### src/rtl/ce_tracker.sv
// ce_tracker
//   Follows the strobe cadence of the Vector-06C clock generator. It rebuilds
//   the generator's 6-bit counter value (phase) from the pipe_ab edges. It then
//   checks that all seven strobes keep matching that phase: first for 64 cycles
//   before declaring lock, and then for as long as lock is held.
//
// Ports
//   clk24        in   24 MHz master clock; all logic on its rising edge
//   reset_n      in   synchronous active-low reset
//   ce12 .. ce1m5 in  registered generator strobes, sampled every clk24
//   err_clr      in   synchronous clear of err_count
//   locked       out  cadence verified and being tracked
//   phase[5:0]   out  reconstructed counter k for this cycle's strobes (0 in HUNT)
//   err          out  one-cycle pulse after a strobe mismatch while LOCKED
//   err_count    out  saturating count of LOCKED mismatches
module ce_tracker (
  input  logic       clk24,
  input  logic       reset_n,
  input  logic       ce12,
  input  logic       ce6,
  input  logic       ce6x,
  input  logic       ce3,
  input  logic       video_slice,
  input  logic       pipe_ab,
  input  logic       ce1m5,
  input  logic       err_clr,
  output logic       locked,
  output logic [5:0] phase,
  output logic       err,
  output logic [7:0] err_count
);

  localparam logic [1:0] HUNT   = 2'd0;
  localparam logic [1:0] VERIFY = 2'd1;
  localparam logic [1:0] LOCKED = 2'd2;

  // Strobe pattern the generator drives when its counter equals p.
  // Bit order: {ce12, ce6, ce6x, ce3, video_slice, pipe_ab, ce1m5}.
  function automatic logic [6:0] expected_strobes(input logic [5:0] p);
    expected_strobes = {p[0],
                        p[1] & p[0],
                        p[1] & ~p[0],
                        p[2] & p[1] & ~p[0],
                        ~p[2],
                        p[5],
                        ~p[3] & p[2] & p[1] & ~p[0]};
  endfunction

  function automatic logic [7:0] sat_inc(input logic [7:0] c);
    sat_inc = (c == 8'hFF) ? c : c + 8'd1;
  endfunction

  logic [1:0] state_p0;
  logic [5:0] match_cnt_p0;
  logic       prev_pipe;
  logic       prev_valid;

  logic [6:0] strobes;
  logic       match;
  logic       pipe_edge;
  logic       err_inc;

  always_comb begin
    strobes   = {ce12, ce6, ce6x, ce3, video_slice, pipe_ab, ce1m5};
    match     = (strobes == expected_strobes(phase));
    // prev_valid masks the first sample after reset, when prev_pipe is only the reset value.
    pipe_edge = prev_valid && (pipe_ab != prev_pipe);
    err_inc   = (state_p0 == LOCKED) && !match;
  end

  // ---- single register stage: every output is a flop ----
  always_ff @(posedge clk24) begin
    if (!reset_n) begin
      state_p0     <= HUNT;
      match_cnt_p0 <= 6'd0;
      prev_pipe    <= 1'b0;
      prev_valid   <= 1'b0;
      phase        <= 6'd0;
      locked       <= 1'b0;
      err          <= 1'b0;
      err_count    <= 8'd0;
    end else begin
      prev_pipe  <= pipe_ab;
      prev_valid <= 1'b1;
      err        <= err_inc;

      // A clear that coincides with a new error leaves that one error counted.
      if (err_clr)
        err_count <= err_inc ? 8'd1 : 8'd0;
      else if (err_inc)
        err_count <= sat_inc(err_count);

      case (state_p0)
        HUNT: begin
          // A rising pipe_ab marks k=32 and a falling one marks k=0. Phase then
          // runs one ahead, because it describes the next cycle's strobes.
          if (pipe_edge) begin
            state_p0     <= VERIFY;
            phase        <= pipe_ab ? 6'd33 : 6'd1;
            match_cnt_p0 <= 6'd0;
          end
        end
        VERIFY: begin
          if (match) begin
            phase <= phase + 6'd1;
            if (match_cnt_p0 == 6'd63) begin
              state_p0 <= LOCKED;
              locked   <= 1'b1;
            end else begin
              match_cnt_p0 <= match_cnt_p0 + 6'd1;
            end
          end else begin
            state_p0 <= HUNT;
            phase    <= 6'd0;
          end
        end
        LOCKED: begin
          if (match) begin
            phase <= phase + 6'd1;
          end else begin
            state_p0 <= HUNT;
            phase    <= 6'd0;
            locked   <= 1'b0;
          end
        end
        default: begin
          state_p0 <= HUNT;
          phase    <= 6'd0;
          locked   <= 1'b0;
        end
      endcase
    end
  end

endmodule

### config.mk
export PLATFORM = sky130hd
export DESIGN_NAME = ce_tracker
export DESIGN_NICKNAME = d
export VERILOG_FILES = /design/src/rtl/ce_tracker.sv
export SDC_FILE = /design/constraint.sdc
export NUM_CORES = 1
export LEC_CHECK = 0
export CAP_MARGIN = 15
export CORE_ASPECT_RATIO = 0.5
export CORE_UTILIZATION = 53
export DETAILED_ROUTE_END_ITERATION = 6
export PLACE_DENSITY = 0.79
export SLEW_MARGIN = 20
export SYNTH_ARGS = -nofsm -noshare
export SYNTH_HDL_FRONTEND = slang
export SYNTH_SLANG_ARGS = --single-unit
### constraint.sdc
create_clock -name clk24 -period 3.17 [get_ports clk24]
set_clock_uncertainty 0.2 [all_clocks]
set_input_delay 0.317 -clock clk24 [delete_from_list [all_inputs] [get_ports clk24]]
set_output_delay 0.317 -clock clk24 [all_outputs]
set_load 0.02 [all_outputs]
== Yosys cells after proc, flatten, opt, wreduce, memory -nomap -nowiden ==
Index checks and enable logic that the tools add are counted.
W data, S select, Z words.

* $add $sub $neg: 3
* Multiply operators: 0
* Divide/modulo/power cells: 0
* Order comparisons: 0
* Equality and inequality tests: 13
* Shift operators: 0
* Muxes and demuxes: 22
* Bitwise gates (word level): 11
* Reduce and logical (&&, ||, !) cells: 11

{| class="wikitable"
|+ Operator list
! operator !! number
|-
| $mux W6 || 6
|-
| $mux W8 || 3
|-
| $pmux W6 S2 || 2
|-
| $add A6 B1 Y6 const B || 2
|-
| $ne A2 B2 Y1 const B || 6
|-
| $add A8 B1 Y8 const B || 1
|-
| $eq A8 B8 Y1 const B || 1
|-
| $mux W2 || 4
|-
| $reduce_and A4 Y1 || 2
|-
| $and A1 B1 Y1 || 7
|-
| $eq A7 B7 Y1 || 1
|-
| $eq A6 B6 Y1 const B || 1
|-
| $pmux W2 S3 || 1
|-
| $mux W1 || 5
|-
| $not A1 Y1 || 4
|-
| $reduce_bool A2 Y1 || 2
|-
| $ne A3 B3 Y1 const B || 1
|-
| $pmux W1 S3 || 1
|-
| $reduce_and A3 Y1 || 1
|-
| $eq A2 B1 Y1 const B || 1
|-
| $eq A2 B2 Y1 const B || 1
|-
| $logic_and A1 B1 Y1 || 2
|-
| $logic_not A2 Y1 || 1
|-
| $reduce_and A2 Y1 || 1
|-
| 3 further kinds || 3
|}

* Flip-flop bits (word level): 26
* Bits in latches: 0
* Memory bits (writable): 0
* Bits in read-only memories: 0
* Output and inout bits: 16
* Word-level logic and storage cells: 68
* Memories kept: 0

== Logic depth before layout (Yosys ltp) ==
* Word-level depth: 9
* Mapped depth: 8

== Worst setup path after synthesis ==
OpenSTA, ideal clock, no wires.

* Kind: flip-flop to flip-flop
* Start point: register phase[0]
* End point: register match_cnt_p0[5]
* Setup time: 0.136 ns
* Arrival time: 2.108 ns
* Data required time: 2.834 ns
* Setup slack: 0.726 ns
* Stages on the path, launching flop included: 9
* Buffers on the path: 1
* Cells stage by stage: dfxtp_1 > inv_1 > ha_1 > xnor2_1 > nand3_1 > or3_4 > buf_6 > o311ai_0 > nand3_1

* Longest elaborated chain between the ends: 5

{| class="wikitable"
|+ Ends and longest elaborated chain
! element !! line !! source
|-
| start, declared || 28 || <nowiki>output logic [5:0] phase,</nowiki>
|-
| start signal, assigned || 99 || <nowiki>phase <= pipe_ab ? 6'd33 : 6'd1;</nowiki>
|-
| start signal, assigned || 105 || <nowiki>phase <= phase + 6'd1;</nowiki>
|-
| start signal, assigned || 119 || <nowiki>phase <= phase + 6'd1;</nowiki>
|-
| $not A1 Y1 || 42, 43, 46 ||
|-
| $and A1 B1 Y1 (on tied branches) || 46, 42, 43 ||
|-
| $eq A7 B7 Y1 * || 65 || <nowiki>match = (strobes == expected_strobes(phase));</nowiki>
|-
| $ne A2 B2 Y1 (no source line) * || - ||
|-
| $reduce_and A4 Y1 (no source line) * || - ||
|-
| end signal, assigned || 110 || <nowiki>match_cnt_p0 <= match_cnt_p0 + 6'd1;</nowiki>
|-
| end, declared || 54 || <nowiki>logic [5:0] match_cnt_p0;</nowiki>
|}

Every way passes the cells marked *; elsewhere a longest branch is shown, timed or not.
A chain may end at the register's enable or synchronous reset.

== Final worst setup path ==
* Start point: register phase[0]
* End point: register match_cnt_p0[3]

Same word-level chain as after synthesis.

==> impl_metrics.py <==
metrics = {
    "global_route": {
        "grt-ovfl-total": 0,
        "grt_pass1_vias": 1244,
        "antenna_found_initial": 0,
        "grt_max_degree": 23,
        "grt_pass1_wl_um": 5600,
        "track_usage": 0.233,
    },
    "finish": {
        "nets": 238,
        "layout_common_cells": "26 x dfxtp_1, 25 x clkdlybuf4s50_1, 19 x o21ai_0",
        "area_delta_synth_final_pct": 20.3,
        "drive_gt1_frac": 0.0822,
        "final_common_cell": "dfxtp_1",
        "fin_util": 0.710,
        "antennaDiodeCount": 0,
    },
    "critical_path": {
        "path_buf_inv": 1,
        "cpMaxStageDelayCell": "or3_4",
        "worstPathMaxFanout": 14,
        "required_ns": 3.16,
        "path_common_cell": "or3_4",
        "path_class": "flop to flop",
        "critPathTopFamily": "simple AND/OR/NAND/NOR gates",
        "startpoint_type": "flop",
        "cpPeakStageDelay_ns": 0.51,
        "worstPathArrival_ns": 2.62,
        "cp-end-kind": "flop",
        "crit_path_cell_trace": "inv_1, ha_1, xnor2_1, nand3_1, or3_4, or3_4, o31ai_2",
    },
    "floorplanning": {
        "coreArea_um2": 2750,
        "die_area_um2": 3300,
        "io_pins": 26,
        "placementRows": 13,
        "die_w_um": 80.2,
        "start_util": 0.590,
        "fp.dieH_um": 41.1,
    },
    "timing": {
        "fin_hold_ws_ns": 0.287,
        "fin_tns_setup_ns": 0,
        "rsz0062_at_grt": "false",
        "fin_crit_ns": 2.63,
        "setup_viol": 0,
        "fin_ws_ns": 0.539,
        "period_share": 0.830,
        "tightest_slew_ns": 0.676,
        "finalHoldViolCount": 0,
        "max_clock_freq_mhz": 380,
        "finalMaxSlewViolations": 0,
        "max_slew_margin": 0.549,
    },
    "hold_path": {
        "worstHoldPathType": "flop to flop",
    },
    "clock_tree": {
        "ctsRootBufferMaster": "clkbuf_8",
        "h-tree-depth": 1,
        "cts.sinks": 26,
        "clk_latency_ns": 0.27,
        "cts_tree": "yes",
        "hold_buffers": 0,
        "cts_setup_buffers": 0,
        "clock_path_buffers": 2,
        "path_clk_slew_ns": 0.09,
        "numCtsBuffers": 3,
        "post_cts_resized": 0,
    },
    "job": {
        "maxCapViolations": 0,
    },
    "synthesis": {
        "synthArstFlopShare": 0,
        "synth-seq-cells": 26,
        "synth_ff_type": "dfxtp_1",
        "postSynthAreaPerCell_um2": 8.36,
        "synth_top_cell_by_area": "dfxtp_1",
        "syn_area_um2": 1620,
        "netlist_instances": 194,
        "synthTopCellsByArea": "dfxtp_1 32%, ha_1 6.2%, o21ai_0 5.9%",
        "ys_types": 51,
        "synth-edff-count": 0,
        "ys_warn_count": 0,
        "seq_area_frac_synth": 0.321,
        "yosys.area.top_type_share": 0.321,
        "postSynthNetCount": 212,
    },
    "power_and_ir_drop": {
        "p_leak_uw": 0.000688,
        "ir_worst_vdd_mv": 0.224,
        "power_density_nw_per_um2": 341,
    },
    "detailed_routing": {
        "wl_per_cell_um": 14.0,
        "met1_length_um": 1740,
        "num_vias": 1479,
        "wl_met2_um": 1570,
        "top_layer_used": "met4",
        "initialDrtViolationCount": 72,
        "via_per_inst": 5.78,
        "drt-total-wl_um": 3570,
        "drcViolationCount": 0,
        "wl_met3_um": 227,
        "ant_nets": 0,
        "drtPass1Iterations": 4,
    },
    "run_status": {
        "outcome": "finished, final reports clean",
    },
    "placement": {
        "pre_cts_slack_ns": 0.549,
        "place_congestion": 0.754,
        "dpl.hpwl_um": 2590,
        "io_buffer_count": 25,
    },
}
metal layers:
metal	up-vias	GRT usage
met5	-	0
met4	0	0.0670
met3	6	0.0644
met2	45	0.408
met1	660	0.291
li1	768	-
flip-flops by register name, summed over array words and instances (netlist names):
name / count
match_cnt_p0: 6
locked: 1
prev_pipe: 1
err: 1
phase: 6
err_count: 8
prev_valid: 1
state_p0: 2
cells in the mapped netlist, types with 3 or more instances:
master	n
ha_1	8
dfxtp_1	26
nor2_1	7
or4_1	3
xnor2_1	5
nand2_1	18
clkbuf_1	4
o21ai_0	19
nor2b_1	5
nand4_1	3
nor4_1	3
o211ai_1	3
or3_1	6
a21oi_1	8
nand2b_1	5
o31ai_1	4
inv_1	9
nand3_1	14
and2_1	4
logic make-up after synthesis:
group	share of synthesized area
DFF	0.321
xor gates and xnor gates	0.0424
buffers and inverters	0.0486
muxes	0.00617
AOI/OAI and AO/OA	0.233
and+or+nand+nor	0.287
adders and majority gates	0.0617
layout make-up:
cell class | instances | area, um2
multi-input cells | 152 | 1020
fillers | 233 | 798
flip-flops and latches | 26 | 520
repair buffers | 28 | 273
clock buffers | 4 | 55.1
well taps | 37 | 46.3
inverters | 9 | 33.8
power by group:
part | internal (uW) | switching, uW
registers | 333 | 9.03
clock network | 111 | 106
logic | 45.4 | 61.6
worst register-to-register path, stage by stage, from the launching register on:
cell	delay, ns
dfxtp_1	0.47
inv_1	0.11
ha_1	0.22
xnor2_1	0.18
nand3_1	0.25
or3_4	0.51
or3_4	0.43
o31ai_2	0.18
metrics by stage:
step | cell area (um2) | cells | total power, uW
finish | 1950 | 256 | 665
global route | 1950 | 256 | 697
CTS | 1950 | 256 | 670
detailed placement | 1900 | 252 | 454
global placement | 1900 | 252 | 452
floorplan | 1620 | 194 | 415
path summary, 6_finish.rpt:
check / from / endpoint / slack, ns / cells after the start
worst max-delay path: phase[0]$_SDFFE_PN0N_ / match_cnt_p0[3]$_SDFFE_PN0P_ / 0.54 / 7
worst min-delay path: match_cnt_p0[1]$_SDFFE_PN0P_ / match_cnt_p0[1]$_SDFFE_PN0P_ / 0.29 / 2
worst max register to register: phase[0]$_SDFFE_PN0N_ / match_cnt_p0[3]$_SDFFE_PN0P_ / 0.54 / 7
worst min register to register: match_cnt_p0[1]$_SDFFE_PN0P_ / match_cnt_p0[1]$_SDFFE_PN0P_ / 0.29 / 2
Note: power is estimated with default switching activity, not from simulation.
